## src/rtl/karatsuba_seq_mul_16_pkg.sv

```systemverilog
`default_nettype none
// ============================================================================
// Module      : karatsuba_pkg
// Description : Shared widths, state encoding and step helpers for the
//               sequential 16x16 multiplier built on one 8x8 core.
// Revision    : 1.0 - initial release
// ============================================================================
package karatsuba_pkg;

  // Operand and product widths of the sequential multiplier
  localparam int OP_W   = 16;
  localparam int PROD_W = 2 * OP_W;

  // Width of the shared sub-multiplier operands
  localparam int HW     = OP_W / 2;

  // Number of partial-product cycles per operation
  localparam int NSTEP  = 4;

  // State encoding
  localparam logic [1:0] IDLE = 2'd0;
  localparam logic [1:0] CALC = 2'd1;
  localparam logic [1:0] DONE = 2'd2;

  typedef enum logic [1:0] {
    ST_IDLE = IDLE,
    ST_CALC = CALC,
    ST_DONE = DONE
  } state_t;

  // Left shift applied to the partial product of a given step:
  // lo*lo -> 0, cross terms -> 8, hi*hi -> 16
  function automatic logic [4:0] step_shift(input logic [1:0] step);
    logic [4:0] sh;
    case (step)
      2'd0:    sh = 5'd0;
      2'd3:    sh = 5'd16;
      default: sh = 5'd8;
    endcase
    return sh;
  endfunction

endpackage
`default_nettype wire

```

## src/rtl/karatsuba_seq_mul_16_if.sv

```systemverilog
`default_nettype none
// ============================================================================
// Module      : karatsuba_seq_mul_16_if
// Description : Operand (valid/ready) and result (valid/ready) channels of
//               the sequential multiplier.
// Revision    : 1.0 - initial release
// ============================================================================
interface karatsuba_seq_mul_16_if;
  import karatsuba_pkg::*;

  logic                in_valid;
  logic                in_ready;
  logic [OP_W-1:0]     A;
  logic [OP_W-1:0]     B;
  logic                out_valid;
  logic                out_ready;
  logic [PROD_W-1:0]   C;

  // Producer/consumer side
  modport master (
    output in_valid, A, B, out_ready,
    input  in_ready, out_valid, C
  );

  // Multiplier side
  modport slave (
    input  in_valid, A, B, out_ready,
    output in_ready, out_valid, C
  );

endinterface
`default_nettype wire

```

## src/rtl/karatsuba_seq_mul_16_mul8.sv

```systemverilog
`default_nettype none
// ============================================================================
// Module      : karatsuba_mul_8
// Description : Combinational 8x8 unsigned multiplier, one Karatsuba level
//               over 4-bit halves (three 4/5-bit products).
// Revision    : 1.0 - initial release
// ============================================================================
module karatsuba_mul_8 (
  input  wire logic [7:0]  a,
  input  wire logic [7:0]  b,
  output      logic [15:0] p
);

  logic [7:0]  z0;
  logic [7:0]  z2;
  logic [4:0]  sa;
  logic [4:0]  sb;
  logic [9:0]  zm;
  logic [9:0]  z1;

  // Karatsuba recombination: p = z2<<8 + (zm - z0 - z2)<<4 + z0
  always_comb begin
    z0 = a[3:0] * b[3:0];
    z2 = a[7:4] * b[7:4];
    sa = {1'b0, a[3:0]} + {1'b0, a[7:4]};
    sb = {1'b0, b[3:0]} + {1'b0, b[7:4]};
    zm = sa * sb;
    // Middle term is al*bh + ah*bl, at most 450, so it fits in 10 bits
    z1 = zm - {2'b00, z0} - {2'b00, z2};
    p  = {z2, z0} + {2'b00, z1, 4'b0000};
  end

endmodule
`default_nettype wire

```

## src/rtl/karatsuba_seq_mul_16.sv

```systemverilog
`default_nettype none
// ============================================================================
// Module      : karatsuba_seq_mul_16
// Description : Multi-cycle 16x16 unsigned multiplier. One shared 8x8
//               Karatsuba core produces four partial products over four
//               cycles, which are shifted and summed into a 32-bit result.
// Revision    : 1.0 - initial release
// ============================================================================
module karatsuba_seq_mul_16
  import karatsuba_pkg::*;
#(
  // Only 16 is supported: must be twice the sub-multiplier width
  parameter int M = 16,
  parameter int N = 2 * M
) (
  input  wire logic             clk,
  input  wire logic             rst,
  karatsuba_seq_mul_16_if.slave bus
);

  state_t          state;
  state_t          state_next;
  logic [1:0]      step;
  logic [M-1:0]    a_q;
  logic [M-1:0]    b_q;
  logic [N-1:0]    acc;
  logic [N-1:0]    c_q;

  logic            in_ready;
  logic            out_valid;
  logic            accept;

  logic [HW-1:0]   op_a;
  logic [HW-1:0]   op_b;
  logic [2*HW-1:0] prod;
  logic [N-1:0]    addend;
  logic [N-1:0]    sum;

  assign accept = bus.in_valid && in_ready;

  // Select which halves feed the shared core on each step
  always_comb begin
    op_a = step[0] ? a_q[M-1:HW] : a_q[HW-1:0];
    op_b = step[1] ? b_q[M-1:HW] : b_q[HW-1:0];
  end

  karatsuba_mul_8 u_mul8 (
    .a (op_a),
    .b (op_b),
    .p (prod)
  );

  // Shift the partial product into place and add; carry past bit 31 cannot occur
  always_comb begin
    addend = {{(N-2*HW){1'b0}}, prod} << step_shift(step);
    sum    = acc + addend;
  end

  // State register
  always_ff @(posedge clk or posedge rst) begin
    if (rst) begin
      state <= ST_IDLE;
    end else begin
      state <= state_next;
    end
  end

  // Next-state and handshake outputs
  always_comb begin
    state_next = state;
    in_ready   = 1'b0;
    out_valid  = 1'b0;
    case (state)
      ST_IDLE: begin
        in_ready = 1'b1;
        if (accept) begin
          state_next = ST_CALC;
        end
      end
      ST_CALC: begin
        if (step == 2'(NSTEP - 1)) begin
          state_next = ST_DONE;
        end
      end
      ST_DONE: begin
        out_valid = 1'b1;
        if (bus.out_ready) begin
          state_next = ST_IDLE;
        end
      end
      default: begin
        state_next = ST_IDLE;
      end
    endcase
  end

  // Operand capture, partial-product accumulation and result hold
  always_ff @(posedge clk or posedge rst) begin
    if (rst) begin
      step <= 2'd0;
      a_q  <= '0;
      b_q  <= '0;
      acc  <= '0;
      c_q  <= '0;
    end else begin
      case (state)
        ST_IDLE: begin
          if (accept) begin
            a_q  <= bus.A;
            b_q  <= bus.B;
            acc  <= '0;
            step <= 2'd0;
          end
        end
        ST_CALC: begin
          acc  <= sum;
          step <= step + 2'd1;
          if (step == 2'(NSTEP - 1)) begin
            c_q <= sum;
          end
        end
        default: begin
          // DONE: C is held; it keeps its value after the handshake too
        end
      endcase
    end
  end

  assign bus.in_ready  = in_ready;
  assign bus.out_valid = out_valid;
  assign bus.C         = c_q;

endmodule
`default_nettype wire

```

## src/flat_wrapper.sv

```systemverilog
// flat-port wrapper written by rule: the top's interface ports become plain ports
module karatsuba_seq_mul_16_flat import karatsuba_pkg::*;
#(
                                                                 
  parameter int M = 16,
  parameter int N = 2 * M
)
  (clk, rst, bus_in_valid, bus_A, bus_B, bus_out_ready, bus_in_ready, bus_out_valid, bus_C);
  karatsuba_seq_mul_16_if bus_i ();
  input  wire logic clk;
  input  wire logic rst;
  input wire logic [$bits(bus_i.in_valid)-1:0] bus_in_valid;
  input wire logic [$bits(bus_i.A)-1:0] bus_A;
  input wire logic [$bits(bus_i.B)-1:0] bus_B;
  input wire logic [$bits(bus_i.out_ready)-1:0] bus_out_ready;
  output wire logic [$bits(bus_i.in_ready)-1:0] bus_in_ready;
  output wire logic [$bits(bus_i.out_valid)-1:0] bus_out_valid;
  output wire logic [$bits(bus_i.C)-1:0] bus_C;
  assign bus_i.in_valid = bus_in_valid;
  assign bus_i.A = bus_A;
  assign bus_i.B = bus_B;
  assign bus_i.out_ready = bus_out_ready;
  assign bus_in_ready = bus_i.in_ready;
  assign bus_out_valid = bus_i.out_valid;
  assign bus_C = bus_i.C;
  karatsuba_seq_mul_16 #(.M(M), .N(N)) u_core (.clk(clk), .rst(rst), .bus(bus_i));
endmodule
```

## config.mk

```make
export PLATFORM = sky130hd
export DESIGN_NAME = karatsuba_seq_mul_16_flat
export DESIGN_NICKNAME = d
export VERILOG_FILES = /design/src/rtl/karatsuba_seq_mul_16_pkg.sv /design/src/rtl/karatsuba_seq_mul_16_if.sv /design/src/rtl/karatsuba_seq_mul_16_mul8.sv /design/src/rtl/karatsuba_seq_mul_16.sv /design/src/flat_wrapper.sv
export SDC_FILE = /design/constraint.sdc
export NUM_CORES = 1
export LEC_CHECK = 0
export ABC_AREA = 1
export BUFFER_PORTS_ARGS = -buffer_cell sky130_fd_sc_hd__buf_2
export CORE_MARGIN = 2
export CORE_UTILIZATION = 56
export CTS_CLUSTER_DIAMETER = 60
export DETAILED_ROUTE_END_ITERATION = 8
export GPL_TIMING_DRIVEN = 0
export PLACE_DENSITY_LB_ADDON = 0.25
export SETUP_SLACK_MARGIN = 0.05
export SYNTH_ARGS = -nofsm -noshare
export SYNTH_HDL_FRONTEND = slang
export SYNTH_SLANG_ARGS = --single-unit
```

## constraint.sdc

```tcl
create_clock -name clk -period 8.35 [get_ports clk]
set_input_delay 0.835 -clock clk [delete_from_list [all_inputs] [get_ports clk]]
set_output_delay 0.835 -clock clk [all_outputs]
set_load 0.02 [all_outputs]
```

# Word-level counts from Yosys, hierarchy flattened
# Cells that the tools add are included.
# W data, S select, Z words.
[classes]
add_sub_neg = 7
mul = 3
div_mod_pow = 0
order_cmp = 0
eq_ne = 6
shifts = 1
muxes = 13
bitwise = 0
reduce_logical = 8
[ops]
columns = ["operator", "n"]
rows = [
  ["$pmux W32 S2", 1],
  ["$add A32 B32 Y32", 1],
  ["$mux W32", 1],
  ["$shl A16 B5 Y32", 1],
  ["$sub A10 B8 Y10", 2],
  ["$add A16 B14 Y16", 1],
  ["$mul A4 B4 Y8", 2],
  ["$mux W8", 2],
  ["$add A4 B4 Y5", 2],
  ["$mul A5 B5 Y10", 1],
  ["$pmux W5 S2", 1],
  ["$mux W2", 4],
  ["$pmux W2 S3", 1],
  ["$reduce_and A2 Y1", 3],
  ["$eq A2 B2 Y1 const B", 2],
  ["$logic_not A2 Y1", 2],
  ["$ne A2 B1 Y1 const B", 2],
  ["$pmux W2 S2", 1],
  ["$reduce_and A3 Y1", 1],
  ["$add A2 B1 Y2 const B", 1],
  ["$eq A2 B1 Y1 const B", 1],
  ["$mux W1", 2],
  ["$ne A2 B2 Y1 const B", 1],
  ["$reduce_bool A2 Y1", 1],
  ["$logic_and A1 B1 Y1", 1],
]
[word_totals]
ff_bits = 100
latchBits = 0
mem_bits_rw = 0
rom_bits = 0
in_bits = 36
out_inout_bits = 34
word_cells = 44
memories = 0

# Longest topological paths before layout
# Gate-level depths: netlist of the first run.
[depth]
word_depth = 9
depth_mapped = 51

# Hierarchy
# Synthesis of the first run repeated with hierarchy kept, for this count alone.
[hier_totals]
hier_cells = 1397
area_unflattened_um2 = 9598.0
[modules_own_cells]
columns = ["mod", "n_inst", "cells_per_inst", "area_each_um2", "seq_area_each_um2"]
rows = [
  ["karatsuba_seq_mul_16", 1, 978, 6630.1, 2502.4],
  ["karatsuba_mul_8", 1, 419, 2967.8, 0.0],
]

# Worst setup path after synthesis of the first run
# OpenSTA, ideal clock, no wires.
[synth_path]
path_type = "reg-to-reg"
start = "reg u_core.step[0]"
end = "reg u_core.acc[27]"
setup_ns = 0.117
t_arrival_ns = 8.874
setup_slack_ns = -0.641
stages_incl_launch_ff = 48
cell_sequence = "dfrtp_1 clkbuf_1 clkbuf_1 nand2_1 o21ai_0 inv_1 nand2_1 fa_1 fa_1 inv_1 fa_1 xor2_1 fa_1 fa_1 inv_1 fa_1 inv_1 fa_1 (+12 left out) nand3_1 o2111ai_1 nor2_1 inv_1 nand3_1 o21ai_0 nor2_1 ha_1 nand2_2 nor4_4 nand2_1 nand2_2 nand2_2 nand2_2 a21oi_2 or2_1 nand3_1 nand2_1"
[synth_between]
elab_chain_cells = 9
elab_cells_between_ends = 14
[synth_lines]
columns = ["item", "line", "text"]
rows = [
  ["start, declared", "karatsuba_seq_mul_16.sv:23", "logic [1:0] step;"],
  ["start signal, assigned", "karatsuba_seq_mul_16.sv:117", "step <= step + 2'd1;"],
  ["$mux W8", "karatsuba_seq_mul_16.sv:43", "op_a = step[0] ? a_q[M-1:HW] : a_q[HW-1:0];"],
  ["$add A4 B4 Y5", "karatsuba_seq_mul_16_mul8.sv:25", "sa = {1'b0, a[3:0]} + {1'b0, a[7:4]};"],
  ["$mul A5 B5 Y10", "karatsuba_seq_mul_16_mul8.sv:27", "zm = sa * sb;"],
  ["$sub A10 B8 Y10 (2 in a row)", "karatsuba_seq_mul_16_mul8.sv:29", "z1 = zm - {2'b00, z0} - {2'b00, z2};"],
  ["$add A16 B14 Y16", "karatsuba_seq_mul_16_mul8.sv:30", "p = {z2, z0} + {2'b00, z1, 4'b0000};"],
  ["$shl A16 B5 Y32 *", "karatsuba_seq_mul_16.sv:55", "addend = {{(N-2*HW){1'b0}}, prod} << step_shift(step);"],
  ["$add A32 B32 Y32 *", "karatsuba_seq_mul_16.sv:56", "sum = acc + addend;"],
  ["$pmux W32 S2 *", "karatsuba_seq_mul_16.sv:106", "case (state)"],
  ["end signal, assigned", "karatsuba_seq_mul_16.sv:116", "acc <= sum;"],
  ["end, declared", "karatsuba_seq_mul_16.sv:26", "logic [N-1:0] acc;"],
]
# Every way passes the cells marked *; elsewhere a longest branch is shown, timed or not.
# A chain may end at the register's enable or synchronous reset.

# Worst setup path after layout of the first run
[layout_path]
start = "reg u_core.step[0]"
end = "reg u_core.c_q[19] (netlist: u_core.bus.C[19])"
[layout_between]
elab_chain_cells = 8
elab_cells_between_ends = 14
[layout_lines]
columns = ["item", "line", "text"]
rows = [
  ["$mux W8", "karatsuba_seq_mul_16.sv:43", ""],
  ["$add A4 B4 Y5", "karatsuba_seq_mul_16_mul8.sv:25", ""],
  ["$mul A5 B5 Y10", "karatsuba_seq_mul_16_mul8.sv:27", ""],
  ["$sub A10 B8 Y10 (2 in a row)", "karatsuba_seq_mul_16_mul8.sv:29", ""],
  ["$add A16 B14 Y16", "karatsuba_seq_mul_16_mul8.sv:30", ""],
  ["$shl A16 B5 Y32", "karatsuba_seq_mul_16.sv:55", ""],
  ["$add A32 B32 Y32", "karatsuba_seq_mul_16.sv:56", ""],
  ["end signal, assigned", "karatsuba_seq_mul_16.sv:119", "c_q <= sum;"],
  ["end, declared", "karatsuba_seq_mul_16.sv:27", "logic [N-1:0] c_q;"],
]
# Several ways; a longest one is shown, not always the timed one.

==> impl_metrics.yaml, run 1 <==
route:
  vias_per_cell: 5.59
  dr.first_iter.drc_count: 750
  via_count: 8638
  antenna_left: 0
  drcViolationCount: 0
  drt_first_pass_iters: 5
  drt-total-wl_mm: 26.5
  wl_per_cell_um: 17.1
synth:
  ys_warn_count: 0
  synth_area_per_cell_um2: 7.55
  synthArstFlopShare_pct: 100
  ys.flop_type: "dfrtp_1"
  synth_seq_cells: 100
  ys_seq_area_share_pct: 28.5
  synth_cell_types: 45
  syn_area_um2: 8780
  syn_inst: 1163
  synth-edff-count: 0
  syn_nets: 1330
timing:
  setup_viol_count_final: 42
  skew_ps: 12.7
  relSlewSlack_pct: 48.4
  final.min_clock_period_ps: 8810
  timing.final.ws_setup_ps: -464
  hold_viol_final: 0
  clock.fmax_mhz: 113
  slew_viol_final: 0
  period_share_pct: 106
  grt_setup_unrepaired: "yes"
  worst_pin_slew_ps: 775
global_routing:
  gr-usage-all-layers_pct: 31.7
  overflow: 0
  grt_max_degree: 62
  grt_first_pass_wirelength_mm: 41.2
  grt_antenna_before_repair: 0
  grt_pass1_vias: 8384
placed_design:
  numPortBuffers: 69
  post-place-ws_ps: -1220
  dp.cells: 1444
  dpl.hpwl_mm: 18.2
  routabilityCongestion: 0.980
  placed_area_um2: 9520
worst_setup_path:
  crit_family: "adder cells"
  rrSetupSlack_ps: -460
  cp-end-kind: "register"
  rr_startpoint: "u_core.step[0]"
  worstRegToRegCells: 43
  worstPathMaxFanout: 6
  worst-endpoint-required_ps: 8590
  cp_slowest_cell: "fa_1"
  cp_num_buf_inv: 13
  worstSetupPathType: "register to register"
  crit_top_cell: "fa_1"
  cp-start-kind: "register"
  slowest_delay_ps: 540
  critPathArrivalTime_ps: 9060
  reg2reg_to: "u_core.bus.C[19]"
floorplanning:
  rows: 45
  dieArea_um2: 16700
  initial_utilization_pct: 57.6
  pin_count: 70
  fp.dieW_um: 129
  core_area_um2: 15300
  die_h_um: 129
clocking:
  path_clk_slew_ps: 80
  htree_num_levels: 3
  cts_tree: "yes"
  cts_hold_buf: 0
  numCtsBuffers: 9
  root_buffer: "clkbuf_16"
  numClockSinks: 100
  clockBufferDepth: 2
  clkLatencyLatePin_ps: 370
worst_hold_path:
  whs_path_depth: 2
  hp-class: "register to register"
  hold_path_startpoint: "u_core.bus.C[20]"
  hold_path_end: "u_core.bus.C[20]"
layout:
  areaGrowthSynthToFinish_pct: 31.7
  design_area_um2: 11600
  layout_common_cells: "240 x nand2_1, 144 x inv_1, 100 x nor2_1, 99 x dfrtp_1, 82 x ha_1"
  instances_no_fill: 1546
  fillers: 1096
  fin_nets: 1497
  final_common_cell: "nand2_1"
  diodes: 0
  drive_gt1_share_pct: 30.7
status:
  outcome: "complete, but fails checks"
  violations: "negative setup slack"
run:
  max_cap_viol_count: 0
sequential cells by signal, indices dropped and copies added, names as in the netlist:
signal and cells:
u_core.acc 32, u_core.bus.C 32, u_core.a_q 16, u_core.b_q 16, u_core.state 2, u_core.step 2
metrics by stage:
stage / setup TNS [ps] / utilization [%] / hold slack [ps]
after global routing: -30550 / 75.8 / 492
after detailed placement: -40540 / 62.4 / 461
after floorplan: 0 / - / 453
after CTS: -6010 / 72.3 / 481
after global placement: -35860 / 62.2 / 458
final: -14110 / 75.8 / 470
cell families (layout without fill, tap and decap cells):
family                     after synthesis  after routing  synth area share (%)
AOI/OAI and AO/OA                      192            192                  12.2
adders and majority gates              131            131                  21.6
muxes                                   17             17                  2.18
buffers and inverters                  198            370                  8.56
xor gates and xnor gates                42             42                  4.19
DFF                                    100            100                  28.5
and+or+nand+nor                        483            483                  22.8
final cells by class:
type / instances / area (um^2) / area share, %
tap: 211 / 264 / 2.28
inverter: 172 / 648 / 5.61
sequential: 100 / 2500 / 21.7
clock inverter: 6 / 52.6 / 0.454
timing repair buffer: 156 / 1080 / 9.33
buffer: 26 / 149 / 1.29
multi-input combinational: 865 / 6630 / 57.3
clock buffer: 10 / 239 / 2.07
synthesized netlist by cell type, drive strengths merged, types with 2 or more instances:
library cell  count  area share [%]
a21o              4            0.34
nand4             7            0.50
a31oi             6            0.43
buf               3            0.23
xnor2            18             1.8
nand2           275              12
nor2            120             5.2
o21bai            6            0.56
a21boi            2            0.17
nor3              3            0.17
nand3b            6            0.51
o211ai            3            0.31
dfrtp           100              28
clkbuf           23            0.98
fa               34             7.8
nand3            58             3.3
xor2             24             2.4
o22ai             4            0.28
mux2             17             2.2
or2              12            0.85
inv             172             7.4
ha               97              14
a21oi            73             4.3
o21a              4            0.34
o21ai            84             4.8
worst reg2reg max path, delay by kind of cell (launching register included):
kind,cells,cell delay [ps]
AOI/OAI and AO/OA,6,820
DFF,1,420
buffers and inverters,13,1360
and+or+nand+nor,10,860
xor gates and xnor gates,4,910
adders and majority gates,10,4330
worst max-delay path by stage:
| stage | startpoint | end | slack, ps | cells after the start |
|---|---|---|---|---|
| after floorplan | u_core.step[0] | u_core.acc[27] | 50 | 47 |
| after global placement | u_core.step[0] | u_core.bus.C[22] | -1130 | 40 |
| after detailed placement | u_core.step[0] | u_core.bus.C[22] | -1220 | 40 |
| after CTS | u_core.step[0] | u_core.acc[27] | -260 | 46 |
| after global routing | u_core.step[0] | u_core.bus.C[27] | -880 | 43 |
| final | u_core.step[0] | u_core.bus.C[19] | -460 | 43 |
layer usage:
layer / routed length, um / vias up / GRT usage [%]
met5: 0 / - / 0
li1: - / 4096 / -
met2: 12200 / 354 / 50.6
met4: 1020 / 0 / 11.8
met3: 1770 / 94 / 4.13
met1: 11400 / 4094 / 44.3
repair_timing:
action / CTS / global route
pin swaps: 69 / 74
setup buffers: 58 / 25
endpoints found under the setup margin: 44 / 46
gates cloned: 3 / 0
gates resized for setup: 173 / 99
Power of run 1 is not shown: default switching activity piles up to over one toggle a cycle in this logic, so the estimate is an artifact.
==> run 2: changes to the inputs <==
--- a/config.mk
+++ b/config.mk
@@ -11,9 +11,9 @@
 export CORE_UTILIZATION = 56
 export CTS_CLUSTER_DIAMETER = 60
 export DETAILED_ROUTE_END_ITERATION = 8
-export GPL_TIMING_DRIVEN = 0
 export PLACE_DENSITY_LB_ADDON = 0.25
 export SETUP_SLACK_MARGIN = 0.05
 export SYNTH_ARGS = -nofsm -noshare
 export SYNTH_HDL_FRONTEND = slang
+export SYNTH_HIERARCHICAL = 1
 export SYNTH_SLANG_ARGS = --single-unit
==> constraint.sdc (replaced) <==
create_clock -name clk -period 8.35 [get_ports clk]
set_input_delay 0.835 -clock clk [delete_from_list [all_inputs] [get_ports clk]]
set_output_delay 0.835 -clock clk [all_outputs]
set_load 0.01 [all_outputs]
==> run 2 against run 1 <==
  * The run still ends with negative setup slack left
  * Register-to-register slack improved by 360 ps
  * Clock skew rose by 5.0 ps
  * Routed wire length rose by 11%
  * Worst hold slack got worse by 64 ps
  * First-iteration DRC count rose by 14%
  * Critical endpoint is now u_core/bus.C[23]
==> impl_metrics.yaml, run 2 <==
status:
  outcome: "complete, but fails checks"
  violations: "negative setup slack"
worst_setup_path:
  rrSetupSlack_ps: -110
  cp-end-kind: "register"
  critPathArrivalTime_ps: 8710
  slowest_delay_ps: 540
  worstSetupPathType: "register to register"
  worstPathMaxFanout: 7
  cp-start-kind: "register"
  worstRegToRegCells: 41
  worst-endpoint-required_ps: 8600
  crit_path_start: "u_core/step[1]"
  cp_slowest_cell: "fa_1"
  rr_startpoint: "u_core/step[1]"
synth:
  synthTopCellsByCount: "456 x nand2_1, 263 x inv_1, 100 x dfrtp_1"
  ys_warn_count: 6
  synth.top_cells.by_area: "dfrtp_1 26%, nand2_1 18%, ha_1 13%"
  ys.flop_type: "dfrtp_1"
  syn_inst: 1397
  synth_top_family_by_area: "simple AND/OR/NAND/NOR gates"
  syn_area_um2: 9600
  muxShareOfSynthArea_pct: 1.88
  ys_seq_area_share_pct: 26.1
  synth_xor_xnor_area_share_pct: 3.73
  synth_top_area_share_pct: 26.1
  synth_area_per_cell_um2: 6.87
  synth.largest_area_cell: "dfrtp_1"
  synth_compound_area_share_pct: 7.91
  synth-edff-count: 0
  synth_fa_ha_area_share_pct: 19.8
  synthArstFlopShare_pct: 100
  syn_nets: 1565
  synth_seq_cells: 100
  synth_cell_types: 35
  synthSimpleGateAreaFrac_pct: 29.0
  yosysMostFrequentCell: "nand2_1"
timing:
  worst_pin_slew_ps: 1040
  period_share_pct: 101
  timing.final.ws_setup_ps: -106
  whs_ps: 406
  finalSetupTns_ps: -944
  relSlewSlack_pct: 30.8
  grt_setup_unrepaired: "yes"
  setup_viol_count_final: 18
  final.min_clock_period_ps: 8460
  slew_viol_final: 0
  skew_ps: 17.7
  hold_viol_final: 0
  clock.fmax_mhz: 118
layout:
  layout_common_cells: "371 x nand2_1, 234 x inv_1, 141 x buf_4, 98 x dfrtp_1, 78 x nand2_2"
  fin_nets: 1775
  final_common_cell: "nand2_1"
  fillers: 1135
  diodes: 0
  areaGrowthSynthToFinish_pct: 36.1
  drive_gt1_share_pct: 34.0
global_routing:
  gr-usage-all-layers_pct: 30.8
  grt_first_pass_wirelength_mm: 44.4
  grt_antenna_before_repair: 0
  overflow: 0
  grt_pass1_vias: 9163
  grt_max_degree: 82
floorplanning:
  die_h_um: 135
  pin_count: 70
  core_area_um2: 16600
  initial_utilization_pct: 57.7
  rows: 47
  fp.dieW_um: 135
  dieArea_um2: 18200
clocking:
  clkLatencyLatePin_ps: 360
  htree_num_levels: 3
  clockBufferDepth: 2
  numClockSinks: 100
  cts_tree: "yes"
  root_buffer: "clkbuf_16"
  path_clk_slew_ps: 80
  numCtsBuffers: 9
route:
  drcViolationCount: 0
  via_count: 9946
  dr.first_iter.drc_count: 858
  antenna_left: 0
  wl_per_cell_um: 16.1
  vias_per_cell: 5.43
  drt_first_pass_iters: 7
  drt-total-wl_mm: 29.5
run:
  max_cap_viol_count: 0
placed_design:
  routabilityCongestion: 0.951
  dpl.hpwl_mm: 20.7
  numPortBuffers: 69
worst_hold_path:
  hp-class: "primary input to asynchronous set/reset pin"
-- run 2: cell types whose count changed after synthesis, sizes merged, moves of 3 or more --
cell,change
inv,+94
o21a,-4
xor2,-3
nand3,+26
or2,-10
buf,+8
nand2,+195
nor2,-18
a31oi,-5
a21oi,-14
clkbuf,-8
o21ai,-20
-- run 2: path summary, 6_finish.rpt --
check,endpoint
setup / recovery,u_core/bus.C[23]
hold / removal,u_core/b_q[12]
setup reg to reg,u_core/bus.C[23]
hold reg to reg,u_core/bus.C[30]
max in group asynchronous,u_core/acc[7]
min in group clk,u_core/bus.C[30]
-- run 2: cells by family after synthesis --
family | count (synthesis)
fa+ha+maj | 132
flops | 100
xor+xnor | 40
compound gates | 141
simple gates | 675
buf+inv | 293
mux | 16
-- run 2: what timing repair did --
action                     in CTS  in global routing
gates resized for setup        84                266
buffers inserted               11                 16
setup endpoints to repair      44                 46
pin swaps                      28                122
hold buffers                    0                  0
-- run 2: through the flow --
stage	instances	util [%]	cell area [um^2]	worst slack, ps
2_1_floorplan	1397	-	9640	53.5
3_3_place_gp	1791	66.9	11100	-496
3_5_place_dp	1791	66.9	11100	-614
4_1_cts	1818	71.5	11900	47.6
5_1_grt	1832	78.5	13100	-437
6_report	1832	78.5	13100	-106
-- run 2: layout make-up --
cell class,instances,area [um^2],area share (%)
clock inverter,7,104,0.795
sequential,100,2500,19.2
multi-input combinational,1004,7360,56.3
clock buffer,9,225,1.72
inverter,267,1010,7.77
timing repair buffer,225,1590,12.1
tap,220,275,2.11
-- run 2: per-layer routing --
| metal | wire length, um | GRT usage [%] | vias to the layer above |
|---|---|---|---|
| met2 | 13900 | 50.5 | 411 |
| met1 | 12800 | 42.7 | 4713 |
| met3 | 1770 | 4.54 | 91 |
| met5 | 0 | 0 | - |
| met4 | 1000 | 8.48 | 0 |
| li1 | - | - | 4731 |
-- run 2: worst max-delay path: cells and delay by family (launching register included) --
| family | cells | cell delay (ps) |
|---|---|---|
| xor+xnor | 2 | 400 |
| buf+inv | 8 | 620 |
| fa+ha+maj | 10 | 4480 |
| flops | 1 | 460 |
| compound gates | 6 | 1010 |
| simple gates | 15 | 1360 |
Power of run 2 is left out for the same reason.
==> run 3: changes to the inputs <==
--- a/config.mk
+++ b/config.mk
@@ -7,7 +7,6 @@
 export LEC_CHECK = 0
 export ABC_AREA = 1
 export BUFFER_PORTS_ARGS = -buffer_cell sky130_fd_sc_hd__buf_2
-export CORE_MARGIN = 2
 export CORE_UTILIZATION = 56
 export CTS_CLUSTER_DIAMETER = 60
 export DETAILED_ROUTE_END_ITERATION = 8
==> constraint.sdc (replaced) <==
create_clock -name clk -period 7 [get_ports clk]
set_input_delay 0.7 -clock clk [delete_from_list [all_inputs] [get_ports clk]]
set_output_delay 0.7 -clock clk [all_outputs]
set_load 0.01 [all_outputs]
==> run 3 against run 2 <==
  * The flow still finishes with violations (negative setup slack)
  * Die area decreased by 2.9%
  * Clock-buffer cell count is 1 higher
  * Design area up 5.0%
  * Sequential share of layout area down 0.92 points
  * Worst hold slack worse by 1.9 ps
  * Utilization up 3.9 points
  * Register-to-register slack got worse by 1400 ps
  * Global-route usage up 4.0 points
  * Routed wire length is 12% higher
  * Largest cell class unchanged
==> impl_metrics.yaml, run 3 (synthesis results as in run 2) <==
clocking:
  path_clk_slew_ps: 70
  cts_tree: "yes"
  clockBufferDepth: 2
  htree_num_levels: 3
  numClockSinks: 100
  root_buffer: "clkbuf_16"
  clkLatencyLatePin_ps: 370
  cts_hold_buf: 0
  numCtsBuffers: 9
global_routing:
  grt_max_degree: 59
  overflow: 0
  grt_first_pass_wirelength_mm: 48.3
  gr-usage-all-layers_pct: 34.8
  grt_antenna_before_repair: 0
  grt_pass1_vias: 9869
floorplanning:
  initial_utilization_pct: 57.7
  dieArea_um2: 17700
  pin_count: 70
  core_area_um2: 16600
  rows: 47
  fp.dieW_um: 133
  die_h_um: 133
route:
  met3WireLength_mm: 2.69
  drt-total-wl_mm: 33.1
  via_count: 10500
  met2WireLength_mm: 15.4
  vias_per_cell: 5.62
  antenna_left: 0
  dr.first_iter.drc_count: 1027
  maxUsedRoutingLayer: "met4"
  drt_first_pass_iters: 9
  drcViolationCount: 0
  wl_per_cell_um: 17.7
  wl_met1_mm: 13.6
worst_setup_path:
  critPathArrivalTime_ps: 8720
  crit_top_cell: "nand2_1"
  crit_path_end: "u_core/bus.C[21]"
  cp_num_buf_inv: 7
  cp_slowest_cell: "fa_1"
  rrSetupSlack_ps: -1470
  cp-end-kind: "register"
  worstRegToRegCells: 42
  worst-endpoint-required_ps: 7250
  rr_startpoint: "u_core/step[0]"
  crit_path_start: "u_core/step[0]"
  worst-path-stages: 42
  worstSetupPathType: "register to register"
  crit_family: "adder cells"
  reg2reg_to: "u_core/bus.C[21]"
  slowest_delay_ps: 530
  worstPathMaxFanout: 8
  cp-start-kind: "register"
timing:
  grt_setup_unrepaired: "yes"
  worst_pin_slew_ps: 1280
  timing.final.ws_setup_ps: -1470
  period_share_pct: 121
  hold_viol_final: 0
  setup_viol_count_final: 48
  relSlewSlack_pct: 14.8
  skew_ps: 9.30
  slew_viol_final: 0
  final.min_clock_period_ps: 8470
  clock.fmax_mhz: 118
placed_design:
  numPortBuffers: 69
  dpl.hpwl_mm: 21.8
  post-place-ws_ps: -1540
  routabilityCongestion: 0.979
layout:
  areaGrowthSynthToFinish_pct: 43.0
  final_common_cell: "nand2_1"
  layout_common_cells: "338 x nand2_1, 224 x inv_1, 165 x buf_4, 98 x nand2_2, 98 x dfrtp_1"
  diodes: 0
  drive_gt1_share_pct: 39.5
  fin_nets: 1812
worst_hold_path:
  hp-class: "primary input to asynchronous set/reset pin"
run:
  max_cap_viol_count: 0
status:
  violations: "negative setup slack"
  outcome: "complete, but fails checks"
## run 3: per-layer routing
| metal | GRT usage [%] | vias up |
|---|---|---|
| met5 | 0 | - |
| met4 | 13.2 | 0 |
| met3 | 4.60 | 123 |
| met2 | 57.2 | 578 |
| met1 | 46.5 | 4999 |
| li1 | - | 4807 |
## run 3: how the worst min path moves through the flow
| stage | startpoint | to | cells after the start |
|---|---|---|---|
| 2_1_floorplan | u_core/acc[9] | u_core/acc[9] | 2 |
| 3_3_place_gp | u_core/bus.C[27] | u_core/bus.C[27] | 2 |
| 3_5_place_dp | u_core/bus.C[22] | u_core/bus.C[22] | 2 |
| 4_1_cts | rst | u_core/b_q[15] | 2 |
| 5_1_grt | rst | u_core/b_q[15] | 2 |
| 6_report | rst | u_core/b_q[15] | 2 |
## run 3: layout make-up
type	instances	area [um^2]
inverters	267	1010
multi-input cells	1004	7740
clock buffers	10	229
fillers	955	2920
clock inverters	6	65.1
repair buffers	262	1900
flip-flops and latches	100	2500
well taps	220	275
## run 3: metrics by stage
stage               util, %  instances  setup TNS, ps  hold slack (ps)  instance area, um^2
global route           82.5       1869         -77220              445                13700
detailed placement     70.4       1821         -64070              461                11700
global placement       70.4       1821         -56770              457                11700
CTS                    77.9       1856         -49340              423                13000
finish                 82.5       1869         -62110              404                13700
floorplan                 -       1397         -25930              453                10000
## run 3: timing repair
| action | CTS | global route |
|---|---|---|
| setup endpoints to repair | 50 | 50 |
| resized for setup | 200 | 172 |
| pin swaps | 122 | 86 |
| buffers inserted | 20 | 14 |
| cloned | 0 | 0 |
| hold endpoints to repair | 0 | 0 |
Power of run 3 is left out for the same reason.
